--- src/rtl/mem_access.sv ---
// rtl/mem_access.sv - MEM pipeline stage: data-memory req/ack access, load formatting, stall and error flags
//
// Issues at most one data-memory access per instruction over a req/ack bus. The pipeline is
// held with stall while the access runs, and the loaded word is formatted by size and sign.
//
// Ports:
//   clk, rst          clock (rising edge), asynchronous active-low reset
//   valid_in          EX/MEM holds a real instruction
//   PC, ALU_result    from EX/MEM; ALU_result is the load/store address
//   store_data        store operand (rt)
//   RF_rd, MemtoReg, RegWrite, PCSrc   writeback/next-PC control from EX/MEM
//   MemRead, MemWrite, MemSize, MemSigned   memory operation descriptor
//   stall             hold PC, IF/ID, ID/EX, EX/MEM
//   dmem_*            data-memory bus (req/we/addr/wdata/be out, ack/rdata in)
//   *_out, Mem_data   MEM/WB inputs (Mem_data is the formatted load value)
//   align_err, bus_err   one-cycle error pulses
module mem_access #(
    parameter int TIMEOUT_CYCLES = 16,
    parameter int CNT_W          = 5
) (
    input  logic        clk,
    input  logic        rst,
    input  logic        valid_in,
    input  logic [31:0] PC,
    input  logic [31:0] ALU_result,
    input  logic [31:0] store_data,
    input  logic [4:0]  RF_rd,
    input  logic [1:0]  MemtoReg,
    input  logic        RegWrite,
    input  logic [2:0]  PCSrc,
    input  logic        MemRead,
    input  logic        MemWrite,
    input  logic [1:0]  MemSize,
    input  logic        MemSigned,
    output logic        stall,
    output logic        dmem_req,
    output logic        dmem_we,
    output logic [31:0] dmem_addr,
    output logic [31:0] dmem_wdata,
    output logic [3:0]  dmem_be,
    input  logic        dmem_ack,
    input  logic [31:0] dmem_rdata,
    output logic [31:0] PC_out,
    output logic [31:0] ALU_result_out,
    output logic [4:0]  RF_rd_out,
    output logic [1:0]  MemtoReg_out,
    output logic [2:0]  PCSrc_out,
    output logic [31:0] Mem_data,
    output logic        RegWrite_out,
    output logic        align_err,
    output logic        bus_err
);
    // Next-PC select meaning "PC + 4"; used as the bubble value toward MEM/WB.
    localparam logic [2:0] NPC_PLUS4 = 3'b000;

    typedef enum logic [1:0] {IDLE, BUSY, DONE} state_t;

    state_t           state;
    logic [CNT_W-1:0] counter;
    logic             err;
    logic [29:0]      addr_q;
    logic [1:0]       lane_q;
    logic [1:0]       size_q;
    logic             signed_q;
    logic             we_q;
    logic [3:0]       be_q;
    logic [31:0]      wdata_q;
    logic [31:0]      mem_data_q;

    logic        mem_op, misalign, start, terminal;
    logic        is_idle, is_busy, is_done;
    logic [3:0]  be_next;
    logic [31:0] wdata_next;
    logic [7:0]  byte_sel;
    logic [15:0] half_sel;
    logic [31:0] load_fmt;

    // MemSize 2'b11 is treated as a word access.
    always_comb begin
        mem_op   = valid_in & (MemRead | MemWrite);
        misalign = (MemSize == 2'b01 & ALU_result[0]) | (MemSize[1] & (ALU_result[1:0] != 2'b00));
        is_idle  = (state == IDLE);
        is_busy  = (state == BUSY);
        is_done  = (state == DONE);
        start    = is_idle & mem_op & !misalign;
        terminal = (counter == CNT_W'(TIMEOUT_CYCLES - 1));

        be_next    = 4'b0001 << ALU_result[1:0];
        wdata_next = {4{store_data[7:0]}};
        if (MemSize[1]) begin
            be_next    = 4'b1111;
            wdata_next = store_data;
        end else if (MemSize[0]) begin
            be_next    = ALU_result[1] ? 4'b1100 : 4'b0011;
            wdata_next = {2{store_data[15:0]}};
        end
    end

    // Load lane extraction is driven by the latched address/size so it is stable while BUSY.
    always_comb begin
        case (lane_q)
            2'd0:    byte_sel = dmem_rdata[7:0];
            2'd1:    byte_sel = dmem_rdata[15:8];
            2'd2:    byte_sel = dmem_rdata[23:16];
            default: byte_sel = dmem_rdata[31:24];
        endcase
        half_sel = lane_q[1] ? dmem_rdata[31:16] : dmem_rdata[15:0];
        if (size_q[1])
            load_fmt = dmem_rdata;
        else if (size_q[0])
            load_fmt = {{16{signed_q & half_sel[15]}}, half_sel};
        else
            load_fmt = {{24{signed_q & byte_sel[7]}}, byte_sel};
    end

    always_ff @(posedge clk or negedge rst) begin
        if (!rst) begin
            state      <= IDLE;
            counter    <= '0;
            err        <= 1'b0;
            addr_q     <= '0;
            lane_q     <= '0;
            size_q     <= '0;
            signed_q   <= 1'b0;
            we_q       <= 1'b0;
            be_q       <= '0;
            wdata_q    <= '0;
            mem_data_q <= '0;
        end else begin
            case (state)
                IDLE: begin
                    if (start) begin
                        addr_q   <= ALU_result[31:2];
                        lane_q   <= ALU_result[1:0];
                        size_q   <= MemSize;
                        signed_q <= MemSigned;
                        we_q     <= MemWrite;
                        be_q     <= be_next;
                        wdata_q  <= wdata_next;
                        counter  <= '0;
                        err      <= 1'b0;
                        state    <= BUSY;
                    end
                end
                BUSY: begin
                    counter <= counter + 1'b1;
                    // An ack on the terminal-count cycle still completes normally.
                    if (dmem_ack) begin
                        mem_data_q <= we_q ? 32'h0 : load_fmt;
                        state      <= DONE;
                    end else if (terminal) begin
                        mem_data_q <= 32'h0;
                        err        <= 1'b1;
                        state      <= DONE;
                    end
                end
                DONE: begin
                    counter <= '0;
                    err     <= 1'b0;
                    state   <= IDLE;
                end
                default: state <= IDLE;
            endcase
        end
    end

    // Control outputs are forced to their reset values while rst is low, independent of inputs.
    always_comb begin
        stall          = rst & (start | is_busy);
        dmem_req       = is_busy;
        dmem_we        = is_busy & we_q;
        dmem_be        = is_busy ? be_q : 4'b0000;
        dmem_addr      = {addr_q, 2'b00};
        dmem_wdata     = wdata_q;
        PC_out         = PC;
        ALU_result_out = ALU_result;
        RF_rd_out      = RF_rd;
        MemtoReg_out   = MemtoReg;
        PCSrc_out      = (!rst | start | is_busy) ? NPC_PLUS4 : PCSrc;
        Mem_data       = is_done ? mem_data_q : 32'h0;
        RegWrite_out   = 1'b0;
        if (rst) begin
            if (is_idle)
                RegWrite_out = RegWrite & !mem_op;
            else if (is_done)
                RegWrite_out = RegWrite & !err;
        end
        align_err      = rst & is_idle & mem_op & misalign;
        bus_err        = rst & is_busy & !dmem_ack & terminal;
    end
endmodule

--- config.mk ---
export PLATFORM = sky130hd
export DESIGN_NAME = mem_access
export DESIGN_NICKNAME = d
export VERILOG_FILES = /design/src/rtl/mem_access.sv
export SDC_FILE = /design/constraint.sdc
export NUM_CORES = 1
export LEC_CHECK = 0
export ABC_AREA = 1
export BUFFER_PORTS_ARGS = -buffer_cell sky130_fd_sc_hd__buf_2
export CAP_MARGIN = 20
export CORE_AREA = 2 2 127 129
export CTS_CLUSTER_SIZE = 10
export DETAILED_ROUTE_END_ITERATION = 10
export DIE_AREA = 0 0 129 131
export GPL_TIMING_DRIVEN = 0
export HOLD_SLACK_MARGIN = 0.12
export PLACE_DENSITY_LB_ADDON = 0.12
export SYNTH_ARGS = -nofsm -noshare
export SYNTH_HDL_FRONTEND = slang
export SYNTH_SLANG_ARGS = --single-unit
--- constraint.sdc ---
create_clock -name clk -period 1.8 [get_ports clk]
set_clock_uncertainty 0.1 [all_clocks]
set_input_delay 0 -clock clk [delete_from_list [all_inputs] [get_ports clk]]
set_output_delay 0 -clock clk [all_outputs]
set_load 0.01 [all_outputs]
==> impl_metrics.env <==
export IMPL_die_area_sq_um=16900
export IMPL_failed_checks="negative hold slack"
export IMPL_clk_latency_ns=0.35
export IMPL_start_util_pct=39.9
export IMPL_antenna_found_initial=0
export IMPL_wl_met2_microns=10500
export IMPL_ys_warn_count=0
export IMPL_topRoutingLayerUsed="met4"
export IMPL_drive_gt1_share_pct=33.7
export IMPL_diodes=0
export IMPL_ys_flop_type="dfrtp_1"
export IMPL_synth_edf_count=0
export IMPL_async_flop_share_pct=100
export IMPL_max_cap_violations=0
export IMPL_portBuffers=286
export IMPL_slew_violations=0
export IMPL_htreeDepth=3
export IMPL_rows=46
export IMPL_vias=6845
export IMPL_stdcell_area_sq_um=9930
export IMPL_final_hold_violation_count=7
export IMPL_tns_ns=0
export IMPL_finish_utilization_pct=63.7
export IMPL_critPathLaunchType="flip-flop"
export IMPL_power_density_nw_per_um2=964
export IMPL_grt_pass1_wl_microns=32200
export IMPL_drt_iter0_markers=347
export IMPL_rr_startpoint="counter[0]"
export IMPL_placed_area_sq_um=7970
export IMPL_pin_count=328
export IMPL_power_leakage_nw=5.59
export IMPL_die_y_microns=131
export IMPL_cts_buffers=9
export IMPL_first_global_vias=6599
export IMPL_area_growth_pct=59.4
export IMPL_r2r_end="mem_data_q[14]"
export IMPL_path_max_fanout=10
export IMPL_grt_remaining_overflow=0
export IMPL_rsz0062_at_grt="true"
export IMPL_core_area_sq_um=15600
export IMPL_grt_total_usage_pct=24.5
export IMPL_fillers=1412
export IMPL_clockRootBuffer="clkbuf_16"
export IMPL_worst_hold_slack_ns=-0.0237
export IMPL_final_nets=1458
export IMPL_period_share_pct=99.3
export IMPL_worstSetupPathType="reg -> out"
export IMPL_syn_area_sq_um=6230
export IMPL_max_freq_mhz=560
export IMPL_first_pass_iters=5
export IMPL_cts_tree="yes"
export IMPL_seq_area_frac_synth_pct=45.0
export IMPL_postRouteAntennaNets=0
export IMPL_critPathArrivalTime_ns=1.69
export IMPL_holdCritPathClass="in -> async"
export IMPL_clockBufferDepth=2
export IMPL_post_route_min_period_ns=1.79
export IMPL_crit_family="buffers and inverters"
export IMPL_ir_drop_mv=0.521
export IMPL_hold_buffers=149
export IMPL_critical_path_buf_inv_count=4
export IMPL_finalPower_w=0.00958
export IMPL_cp_cell_sequence="inv_2 -> nand2_2 -> nor2_4 -> nand2_4 -> buf_12 -> buf_6 -> a21oi_1 -> buf_2"
export IMPL_drc=0
export IMPL_met3_length_microns=1430
export IMPL_place_gp_congestion=0.859
export IMPL_dpl_hpwl_microns=14400
export IMPL_reg2reg_depth=10
export IMPL_dp_cells=1358
export IMPL_synth_cell_types=32
export IMPL_ys_seq_elements=112
export IMPL_final_setup_viol_count=0
export IMPL_clkTransAtPathRegs_ns=0.08
export IMPL_syn_avg_cell_area_sq_um=7.29
export IMPL_cts_sinks=112
export IMPL_avgViaCountPerCell=4.48
export IMPL_wire_per_inst_microns=14.0
export IMPL_worstPathRequired_ns=1.70
export IMPL_wl_met1_microns=8910
export IMPL_rrSetupSlack_ns=0.08
export IMPL_syn_instance_count=854
export IMPL_cp_startpoint="state[1]"
export IMPL_end_kind="output port"
export IMPL_final_cell_count_no_fill=1529
export IMPL_status="finished with violations"
export IMPL_drt_total_wl_microns=21400
export IMPL_slowest_stage="dfrtp_1"
export IMPL_die_x_microns=129
export IMPL_slowest_delay_ns=0.39
export IMPL_grt_start_max_net_pins=88
==> worst reg2reg max path: stages, from the launching register on <==
cell	delay [ns]
dfrtp_1	0.39
ha_2	0.20
nand2_2	0.06
nor2_2	0.11
ha_2	0.21
nand2_4	0.07
nand2_4	0.15
inv_4	0.08
buf_6	0.15
nand2_1	0.06
nand2_1	0.05
==> cells by family (layout without fill, tap and decap cells) <==
family / Yosys count / in the layout / synth area share, %
adders and majority gates: 2 / 2 / 0.402
other: 1 / 2 / 0.0602
and+or+nand+nor: 472 / 472 / 30.1
AOI/OAI and AO/OA: 80 / 80 / 6.89
DFF: 112 / 112 / 45.0
buffers and inverters: 187 / 645 / 17.6
==> cells in the final DEF, fill, tap and decap left out, types with 2 or more instances in the layout <==
cell type,n
nand2_4,3
clkinvlp_4,2
nor2_1,83
nand2_2,5
a21oi_1,19
buf_6,13
or2_0,5
clkinv_4,3
nor2_4,2
conb_1,2
a22oi_1,2
clkbuf_16,10
inv_2,2
ha_2,2
buf_4,84
dfrtp_1,112
nand2_1,334
inv_1,78
buf_2,297
nand3_1,34
o211ai_1,4
buf_12,8
o21ai_0,40
nor2_2,3
dlygate4sd3_1,142
o21ai_1,10
==> where the power goes <==
part / internal (W) / switching [W]
combinational: 0.00165 / 0.00210
sequential: 0.00338 / 0.000470
clock: 0.000957 / 0.00102
total: 0.00599 / 0.00359
==> per-layer routing <==
layer  vias to the layer above  global-route usage, %
met5                         -                      0
met4                         0                   8.63
met3                        35                   5.74
met2                       247                   42.5
met1                      3122                   30.0
li1                       3441                      -
==> what timing repair did <==
item | CTS | global route
pin swaps | 1 | 6
setup buffers | 0 | 6
resized for setup | 6 | 12
endpoints found under the setup margin | 44 | 36
cloned | 0 | 1
endpoints found under the hold margin | 257 | 86
==> how the worst max path moves through the flow <==
| stage | cells after the start | to |
|---|---|---|
| 2_1_floorplan | 10 | mem_data_q[17] |
| 3_3_place_gp | 4 | align_err |
| 3_5_place_dp | 10 | mem_data_q[25] |
| 6_report | 8 | stall |
| 5_1_grt | 8 | stall |
| 4_1_cts | 8 | stall |
==> synthesized netlist by cell type, types with 4 or more instances <==
master    instances  area (sq um)
o21ai_1          10          50.1
o211ai_1          4          30.0
buf_6            11           124
dfrtp_1         112          2800
a21oi_1          19          95.1
nand2_1         336          1260
buf_4            79           593
nor2_1           84           315
o21ai_0          40           200
nand2_2           4          25.0
nand3_1          34           170
or2_0             5          31.3
buf_2            10          50.1
inv_1            78           293
==> per-stage QoR <==
stage	hold slack, ns	setup slack [ns]
after global placement	0.0838	-1.16
after CTS	0.0485	-0.0717
after floorplan	-0.396	0.210
after detailed placement	-0.206	-0.0355
final	-0.0237	0.0128
after global routing	0.00631	-0.0654
==> flip-flops by register name (all words and copies together), names as in the netlist <==
| signal | flops |
|---|---|
| err | 1 |
| addr_q | 30 |
| be_q | 4 |
| dmem_wdata | 32 |
| size_q | 2 |
| lane_q | 2 |
| mem_data_q | 32 |
| signed_q | 1 |
| state | 2 |
| counter | 5 |
| we_q | 1 |
==> cell type report <==
class / count / area (sq um) / area share (%)
timing repair buffer: 443 / 3100 / 31.2
sequential: 112 / 2800 / 28.2
multi-input combinational: 556 / 2360 / 23.8
buffer: 105 / 810 / 8.15
inverter: 81 / 307 / 3.09
tap: 216 / 270 / 2.72
clock buffer: 9 / 225 / 2.27
clock inverter: 7 / 57.6 / 0.580
Power figures use the tool's default switching activity.
